===== config.mk =====
export PLATFORM = sky130hd
export DESIGN_NAME = loopback_stream_sched
export DESIGN_NICKNAME = d
export VERILOG_FILES = /design/src/rtl/loopback_stream_sched.sv
export SDC_FILE = /design/constraint.sdc
export NUM_CORES = 1
export LEC_CHECK = 0
export ABC_AREA = 1
export BUFFER_PORTS_ARGS = -buffer_cell sky130_fd_sc_hd__buf_2
export CAP_MARGIN = 20
export CORE_MARGIN = 10
export CORE_UTILIZATION = 60
export DETAILED_ROUTE_END_ITERATION = 16
export PLACE_DENSITY = 0.83
export SLEW_MARGIN = 5
export SYNTH_ARGS = -nofsm -noshare
export SYNTH_HDL_FRONTEND = slang
export SYNTH_SLANG_ARGS = --single-unit

===== constraint.sdc =====
create_clock -name clk -period 9.3 [get_ports clk]
set_input_delay 0 -clock clk [delete_from_list [all_inputs] [get_ports clk]]
set_output_delay 0 -clock clk [all_outputs]
set_load 0.005 [all_outputs]

===== src/rtl/loopback_stream_sched.sv =====
// loopback_stream_sched
//   Sequencer for the loopback read -> FIFO -> write datapath. An accepted
//   start splits a transfer of total_lines cache lines into read bursts of at
//   most BURST_LINES lines. A credit counter, one credit per FIFO line, makes
//   sure no more lines are requested than the FIFO can hold. Write completions
//   are counted, and finish is raised once every line has been written back.
//
//   Optional feature: define LOOPBACK_SCHED_PERF_EN to add the perf_cycles and
//   perf_stall counters. Without it those ports and counters do not exist.
//
// Ports
//   clk, reset          clock; asynchronous active-high reset
//   start, total_lines  start pulse; line count sampled when start is accepted
//   rd_req_*            read request channel (valid/ready, offset, len)
//   fifo_deq            one line left the FIFO, which returns one credit
//   wr_done             one write completion
//   busy, finish, err   status: transfer running / transfer done / sticky error
//   perf_cycles/stall   (LOOPBACK_SCHED_PERF_EN only) busy and stalled cycles
module loopback_stream_sched #(
  parameter int LINE_CNT_W  = 32,
  parameter int BURST_LINES = 8,
  parameter int MAX_CREDITS = 512
) (
  input  logic                  clk,
  input  logic                  reset,
  input  logic                  start,
  input  logic [LINE_CNT_W-1:0] total_lines,
  output logic                  rd_req_valid,
  input  logic                  rd_req_ready,
  output logic [LINE_CNT_W-1:0] rd_req_offset,
  output logic [LINE_CNT_W-1:0] rd_req_len,
  input  logic                  fifo_deq,
  input  logic                  wr_done,
  output logic                  busy,
  output logic                  finish,
  output logic                  err
`ifdef LOOPBACK_SCHED_PERF_EN
  ,
  output logic [31:0]           perf_cycles,
  output logic [31:0]           perf_stall
`endif
);

  localparam int CRED_W = $clog2(MAX_CREDITS + 1);
  localparam logic [CRED_W-1:0]     CRED_MAX = CRED_W'(MAX_CREDITS);
  localparam logic [LINE_CNT_W-1:0] BURST    = LINE_CNT_W'(BURST_LINES);

  typedef enum logic [1:0] {IDLE, ISSUE, DRAIN, DONE} state_t;

  // Length of the burst that starts at off: the remaining lines, capped at BURST.
  function automatic logic [LINE_CNT_W-1:0] burst_len(input logic [LINE_CNT_W-1:0] total,
                                                      input logic [LINE_CNT_W-1:0] off);
    logic [LINE_CNT_W-1:0] rem;
    rem = total - off;
    return (rem < BURST) ? rem : BURST;
  endfunction

  state_t                state_q, state_d;
  logic [LINE_CNT_W-1:0] total_q, total_d;
  logic [LINE_CNT_W-1:0] next_off_q, next_off_d;
  logic [LINE_CNT_W-1:0] wr_cnt_q, wr_cnt_d;
  logic [CRED_W-1:0]     credits_q, credits_d;
  logic                  rd_req_valid_q, rd_req_valid_d;
  logic [LINE_CNT_W-1:0] rd_req_offset_q, rd_req_offset_d;
  logic [LINE_CNT_W-1:0] rd_req_len_q, rd_req_len_d;
  logic                  busy_q, busy_d;
  logic                  finish_q, finish_d;
  logic                  err_q, err_d;

  logic                  hs;
  logic                  start_acc;
  logic [CRED_W-1:0]     cred_after_hs;
  logic [LINE_CNT_W-1:0] nxt_len;

  always_comb begin
    state_d         = state_q;
    total_d         = total_q;
    next_off_d      = next_off_q;
    wr_cnt_d        = wr_cnt_q;
    credits_d       = credits_q;
    rd_req_valid_d  = 1'b0;
    rd_req_offset_d = rd_req_offset_q;
    rd_req_len_d    = rd_req_len_q;
    err_d           = err_q;
    start_acc       = 1'b0;
    nxt_len         = '0;

    hs = rd_req_valid_q && rd_req_ready;
    if (hs) next_off_d = next_off_q + rd_req_len_q;

    // The handshake takes its credits first. A dequeue then returns one credit,
    // unless the count is already full (a dequeue that was never requested).
    cred_after_hs = credits_q - (hs ? CRED_W'(rd_req_len_q) : '0);
    credits_d     = cred_after_hs;
    if (fifo_deq) begin
      if (cred_after_hs == CRED_MAX) err_d = 1'b1;
      else                           credits_d = cred_after_hs + 1'b1;
    end

    if (wr_done) begin
      if (wr_cnt_q == total_q) err_d = 1'b1;
      else                     wr_cnt_d = wr_cnt_q + 1'b1;
    end

    unique case (state_q)
      IDLE, DONE: start_acc = start;
      ISSUE:      if (hs && (next_off_d == total_q)) state_d = DRAIN;
      DRAIN:      if (wr_cnt_d == total_q) state_d = DONE;
      default:    state_d = IDLE;
    endcase

    // An accepted start overrides any completion counted in the same cycle.
    if (start_acc) begin
      total_d    = total_lines;
      next_off_d = '0;
      wr_cnt_d   = '0;
      err_d      = 1'b0;
      state_d    = (total_lines == '0) ? DONE : ISSUE;
    end

    // Request for the next cycle. It is computed from the post-update offset
    // and credits so that a new burst can follow an accepted one immediately.
    // A pending request keeps its offset and length until it is accepted.
    if (state_d == ISSUE) begin
      if (rd_req_valid_q && !rd_req_ready) begin
        rd_req_valid_d = 1'b1;
      end else if (next_off_d < total_d) begin
        nxt_len = burst_len(total_d, next_off_d);
        if (LINE_CNT_W'(credits_d) >= nxt_len) begin
          rd_req_valid_d  = 1'b1;
          rd_req_offset_d = next_off_d;
          rd_req_len_d    = nxt_len;
        end
      end
    end

    busy_d   = (state_d == ISSUE) || (state_d == DRAIN);
    finish_d = (state_d == DONE);
  end

  always_ff @(posedge clk or posedge reset) begin
    if (reset) begin
      state_q         <= IDLE;
      total_q         <= '0;
      next_off_q      <= '0;
      wr_cnt_q        <= '0;
      credits_q       <= CRED_MAX;
      rd_req_valid_q  <= 1'b0;
      rd_req_offset_q <= '0;
      rd_req_len_q    <= '0;
      busy_q          <= 1'b0;
      finish_q        <= 1'b0;
      err_q           <= 1'b0;
    end else begin
      state_q         <= state_d;
      total_q         <= total_d;
      next_off_q      <= next_off_d;
      wr_cnt_q        <= wr_cnt_d;
      credits_q       <= credits_d;
      rd_req_valid_q  <= rd_req_valid_d;
      rd_req_offset_q <= rd_req_offset_d;
      rd_req_len_q    <= rd_req_len_d;
      busy_q          <= busy_d;
      finish_q        <= finish_d;
      err_q           <= err_d;
    end
  end

  assign rd_req_valid  = rd_req_valid_q;
  assign rd_req_offset = rd_req_offset_q;
  assign rd_req_len    = rd_req_len_q;
  assign busy          = busy_q;
  assign finish        = finish_q;
  assign err           = err_q;

`ifdef LOOPBACK_SCHED_PERF_EN
  function automatic logic [31:0] sat_inc(input logic [31:0] v);
    return (v == '1) ? v : v + 32'd1;
  endfunction

  logic [31:0] perf_cycles_q, perf_cycles_d;
  logic [31:0] perf_stall_q, perf_stall_d;
  logic        stall_now;

  always_comb begin
    perf_cycles_d = perf_cycles_q;
    perf_stall_d  = perf_stall_q;
    // A stall is either a pending request that is not accepted, or no request
    // because the credits do not cover the next burst.
    stall_now = (state_q == ISSUE) &&
                ((rd_req_valid_q && !rd_req_ready) ||
                 (!rd_req_valid_q && (next_off_q < total_q) &&
                  (LINE_CNT_W'(credits_q) < burst_len(total_q, next_off_q))));
    if (start_acc) begin
      perf_cycles_d = '0;
      perf_stall_d  = '0;
    end else begin
      if ((state_q == ISSUE) || (state_q == DRAIN)) perf_cycles_d = sat_inc(perf_cycles_q);
      if (stall_now) perf_stall_d = sat_inc(perf_stall_q);
    end
  end

  always_ff @(posedge clk or posedge reset) begin
    if (reset) begin
      perf_cycles_q <= '0;
      perf_stall_q  <= '0;
    end else begin
      perf_cycles_q <= perf_cycles_d;
      perf_stall_q  <= perf_stall_d;
    end
  end

  assign perf_cycles = perf_cycles_q;
  assign perf_stall  = perf_stall_q;
`endif

endmodule


# [Yosys cells after proc, flatten, opt, wreduce, memory -nomap -nowiden]
# Cells that the tools add are included.
[totals] register_bits=176 in_bits=38 word_cells=64
[op_classes] n_addsub=5 order_cmp=3 eq_ne=10 mux=25 bitwise_logic=1 reduce_logical=9
[op_table] cell="$mux 32" count=7
[op_table] cell="$eq 32x32->1" count=3
[op_table] cell="$add 32x1->32 const B" count=1
[op_table] cell="$add 32x32->32" count=1
[op_table] cell="$ge 10x32->1" count=1
[op_table] cell="$logic_not 32->1" count=1
[op_table] cell="$lt 32x32->1" count=1
[op_table] cell="$lt 32x4->1 const B" count=1
[op_table] cell="$sub 32x32->32" count=1
[op_table] cell="$mux 10" count=3
[op_table] cell="$add 10x1->10 const B" count=1
[op_table] cell="$eq 10x10->1 const B" count=1
[op_table] cell="$mux 1" count=10
[op_table] cell="$sub 10x10->10" count=1
[op_table] cell="$eq 2x2->1 const B" count=4
[op_table] cell="$mux 2" count=4
[op_table] cell="$eq 2x1->1 const B" count=2
[op_table] cell="$pmux 2 s2" count=1
[op_table] cell="$reduce_and 4->1" count=1
[op_table] cell="$logic_and 1x1->1" count=3
[op_table] cell="$logic_not 2->1" count=1
[op_table] cell="$reduce_or 2->1" count=1
[op_table] cell="$logic_not 1->1" count=1
[op_table] cell="$logic_or 1x1->1" count=1
[op_table] cell="$not 1->1" count=1

# [Longest topological paths before layout]
[logic_depth] depth_word=12 depth_mapped=45

# [Least setup slack after synthesis]
# OpenSTA, ideal clock, no wires.
[synth_timing] path_kind="register -> register" startpoint="register state_q[0]" endpoint="register rd_req_offset_q[1] (netlist: rd_req_offset[1])" setup_time_ps=130 t_arrival_ps=5262 path_slack_ps=3907 stages_incl_launch_ff=35 n_path_buf=4 period_less_slack_ps=5393 cell_sequence="dfrtp_1 > inv_1 > ha_1 > nand2_1 > inv_1 > clkbuf_1 > buf_1 > o21ai_0 > ha_1 > a21oi_1 > nand2_1 > a21oi_1 > o21ai_1 > a21o_1 > xor2_1 > nor3_1 > nand2_1 > nor3_1 > nand2_1 > inv_2 > nand2_1 > ha_1 > a21oi_1 > o21ai_0 > nand2_1 > o2111ai_1 > a21oi_1 > o21bai_1 > nand3_1 > nor3_4 > inv_2 > buf_6 > buf_6 > nand2_1 > o21ai_1"
[synth_between] elab_chain_len=9 word_cells_on_any_way=19
[synth_lines] item="start, declared" line_no="58" source="state_t state_q, state_d;"
[synth_lines] item="start signal, assigned" line_no="155" source="state_q <= state_d;"
[synth_lines] item="$eq 2x2->1 or $logic_not 2->1 (tied branches)" line_no="105" source="unique case (state_q)"
[synth_lines] item="$reduce_or 2->1 (*)" line_no="105"
[synth_lines] item="$mux 1 (*)" line_no="105"
[synth_lines] item="$mux 32 (*)" line_no="113" source="if (start_acc) begin"
[synth_lines] item="net total_d[2]" line_no="59" source="logic [LINE_CNT_W-1:0] total_q, total_d;"
[synth_lines] item="$sub 32x32->32" line_no="54" source="rem = total - off;"
[synth_lines] item="$lt 32x4->1" line_no="55" source="return (rem < BURST) ? rem : BURST;"
[synth_lines] item="$mux 32" line_no="55"
[synth_lines] item="$ge 10x32->1" line_no="129" source="if (LINE_CNT_W'(credits_d) >= nxt_len) begin"
[synth_lines] item="$reduce_and 4->1 (no source line) (*)"
[synth_lines] item="end signal, assigned" line_no="161" source="rd_req_offset_q <= rd_req_offset_d;"
[synth_lines] item="end, declared" line_no="64" source="logic [LINE_CNT_W-1:0] rd_req_offset_q, rd_req_offset_d;"
# The timed path passes the listed nets; every way through them passes the cells marked *.
# A chain may end at the register's enable or synchronous reset.

# [Final worst setup path]
[layout_timing] startpoint="register state_q[0]" endpoint="register rd_req_offset_q[20] (netlist: rd_req_offset[20])"
# The elaborated chain is that of the path after synthesis.

==> flow_summary.json <==
{
  "run_status": "complete, no violations",
  "worst_slack_ns": 1.60,
  "fin_crit_sh_pct": 82.8,
  "layout_commonest_cell": "nand2_1",
  "rsz0062_at_grt": "no",
  "io_buffers": 105,
  "tightest_slew_ns": 0.992,
  "die_h_um": 177,
  "insertion_delay_ns": 0.46,
  "drt_iter0_markers": 1807,
  "drive_above_1_share_pct": 8.90,
  "dp_hpwl_um": 40000,
  "p_leak_nw": 9.28,
  "synth_cell_types": 56,
  "nNetsFinal": 2545,
  "overflow": 0,
  "report.final.hold_viol_count": 0,
  "start_util_pct": 61.0,
  "cts_sinks": 176,
  "fillerInstances": 2163,
  "maxSlewHeadroom_pct": 33.9,
  "crit_slowest_cell": "inv_2",
  "swShare_pct": 35.1,
  "skew_ns": 0.0151,
  "hold_slack_ns": 0.0119,
  "globalplace.congestion": 1.03,
  "core_region_area_um2": 24300,
  "synth_area_per_cell_um2": 6.49,
  "pin_count": 106,
  "cts_tree": "done",
  "route.vias.total": 15400,
  "cp_common_cell": "nand2_1",
  "fp.dieArea_um2": 31400,
  "grt_pass1_wl_um": 80100,
  "htreeDepth": 4,
  "ys.warnings.count": 0,
  "ys_seq_area_share_pct": 29.7,
  "arrival_ns": 8.08,
  "max_freq_mhz": 130,
  "multi_input_area_um2": 8850,
  "cts_inserted_buffers": 17,
  "cp-end-kind": "flip-flop",
  "hold_buffers": 34,
  "max_cap_viol_count": 0,
  "finalCriticalPeriod_ns": 7.70,
  "cts-root-buf": "clkbuf_16",
  "start_kind": "flip-flop",
  "crit_type": "reg2reg",
  "ant_nets": 0,
  "pwr-share-seq_pct": 39.4,
  "crit_required_ns": 9.68,
  "dr.pass1.iters": 6,
  "grt_usage_pct": 32.4,
  "p_comb_share_pct": 25.3,
  "p_sw_w": 0.000750,
  "final_cells": 2755,
  "synth_seq_cells": 176,
  "wirelength_um": 50800,
  "antenna_found_initial": 1,
  "synthToLayoutAreaGrowth_pct": 11.5,
  "clk_path_buf_depth": 2,
  "register_area_um2": 4410,
  "cts_setup_buffers": 0,
  "crit_buf_inv": 5,
  "pwr-share-clk_pct": 35.3,
  "worstHoldPathType": "in2reg",
  "p_int_w": 0.00138,
  "grt_pass1_vias": 14900,
  "placed_cells": 2685,
  "setup_viol": 0,
  "vias_per_cell": 5.60,
  "slowest_delay_ns": 0.79,
  "layout_common_cells": "nand2_1, inv_1, nor2_1",
  "final-max-slew-violation-count": 0,
  "row_count": 57,
  "die_w_um": 177,
  "path_max_fanout": 50,
  "drc_errors": 0,
  "power.density_nw_per_um2": 129,
  "grt_max_degree": 107,
  "clkTransAtPathRegs_ns": 0.08,
  "pre_cts_ws_ns": 1.81,
  "rrSetupSlack_ns": 1.60,
  "tns_ns": 0,
  "syn_area_um2": 14800,
  "crit_family": "simple AND/OR/NAND/NOR gates",
  "worst_ir_drop_vdd_mv": 0.208,
  "syn_inst": 2287,
  "cts_resized": 0,
  "wl_per_cell_um": 18.4
}
Yosys cell counts, drive strengths merged:
cell | instances | area share [%]
a2111oi | 1 | 0.059
a21boi | 2 | 0.10
a21o | 4 | 0.20
a21oi | 93 | 3.2
a31oi | 3 | 0.13
and2 | 1 | 0.042
and3 | 1 | 0.042
buf | 19 | 1.1
clkbuf | 24 | 0.61
clkinv | 2 | 0.051
conb | 1 | 0.025
dfrtp | 175 | 29
dfstp | 1 | 0.18
fa | 3 | 0.40
ha | 90 | 7.6
inv | 361 | 9.1
mux2i | 1 | 0.067
nand2 | 779 | 20
nand3 | 168 | 5.8
nand3b | 17 | 0.94
nand4 | 42 | 1.9
nor2 | 202 | 5.2
nor3 | 39 | 1.6
nor3b | 5 | 0.29
nor4 | 8 | 0.44
o2111ai | 1 | 0.059
o211ai | 2 | 0.10
o21a | 9 | 0.46
o21ai | 96 | 3.3
o21bai | 8 | 0.40
or2 | 25 | 1.1
xnor2 | 47 | 2.8
xor2 | 57 | 3.4
worst paths after layout:
kind | startpoint | to | depth (start not counted)
min reg2reg | rd_req_offset[15] | rd_req_offset[15] | 2
min | total_lines[7] | total_q[7] | 3
max reg2reg | state_q[0] | rd_req_offset[20] | 35
max | state_q[0] | rd_req_offset[20] | 35
max in group asynchronous | reset | rd_req_len[27] | 4
min in group asynchronous | reset | rd_req_offset[4] | 3
power groups by stage:
stage / Clock [W] / Combinational [W] / Sequential (W)
after CTS: 0.000751 / 0.000532 / 0.000841
after global routing: 0.000780 / 0.000612 / 0.000846
after floorplan: 0 / 0.000407 / 0.000848
after detailed placement: 0 / 0.000516 / 0.000856
after global placement: 0 / 0.000488 / 0.000854
final: 0.000753 / 0.000540 / 0.000842
kinds of logic (layout without fill, tap and decap cells):
logic type      after synthesis  count (layout)  share of synthesized area, %
xor+xnor                    104             104                          6.19
mux                           1               1                        0.0674
other cells                   1              10                        0.0253
compound gates              219             219                          8.01
buf+inv                     406             541                          10.9
flops                       176             176                          29.7
simple gates               1287            1287                          37.2
fa+ha+maj                    93              93                          7.99
per-layer routing:
layer  track usage, %  part of all wire [%]  vias to the layer above
li1                 -                     -                     7449
met5                0                     0                        -
met1             41.9                    41                     7052
met3             7.27                   9.8                      157
met2             50.7                    44                      762
met4             15.4                   4.9                        0
flip-flops by register name, summed over array words and instances, names as in the netlist, 2 cells and up:
| name | cells |
|---|---|
| credits_q | 10 |
| next_off_q | 32 |
| rd_req_len | 32 |
| rd_req_offset | 32 |
| state_q | 2 |
| total_q | 32 |
| wr_cnt_q | 32 |
tightest hold or removal path, stage by stage:
cell     delay [ns]
buf_2          0.11
inv_1          0.10
o21ai_0        0.17
through the flow:
| stage | total power [W] | utilization, % | cell area [µm²] |
|---|---|---|---|
| finish | 0.00213 | 68.1 | 16600 |
| CTS | 0.00212 | 68.0 | 16500 |
| global route | 0.00224 | 68.0 | 16500 |
| detailed placement | 0.00137 | 64.2 | 15600 |
| floorplan | 0.00126 | - | 14900 |
| global placement | 0.00134 | 64.2 | 15600 |
area by class of cell:
class | count | share of cell area, %
Clock buffer | 18 | 2.65
Inverter | 363 | 8.26
Sequential cell | 176 | 26.6
Clock inverter | 14 | 0.975
Multi-Input combinational cell | 1710 | 53.4
Antenna cell | 4 | 0.0605
Tap cell | 324 | 2.45
Timing Repair Buffer | 146 | 5.55
Power figures use the tool's default switching activity.
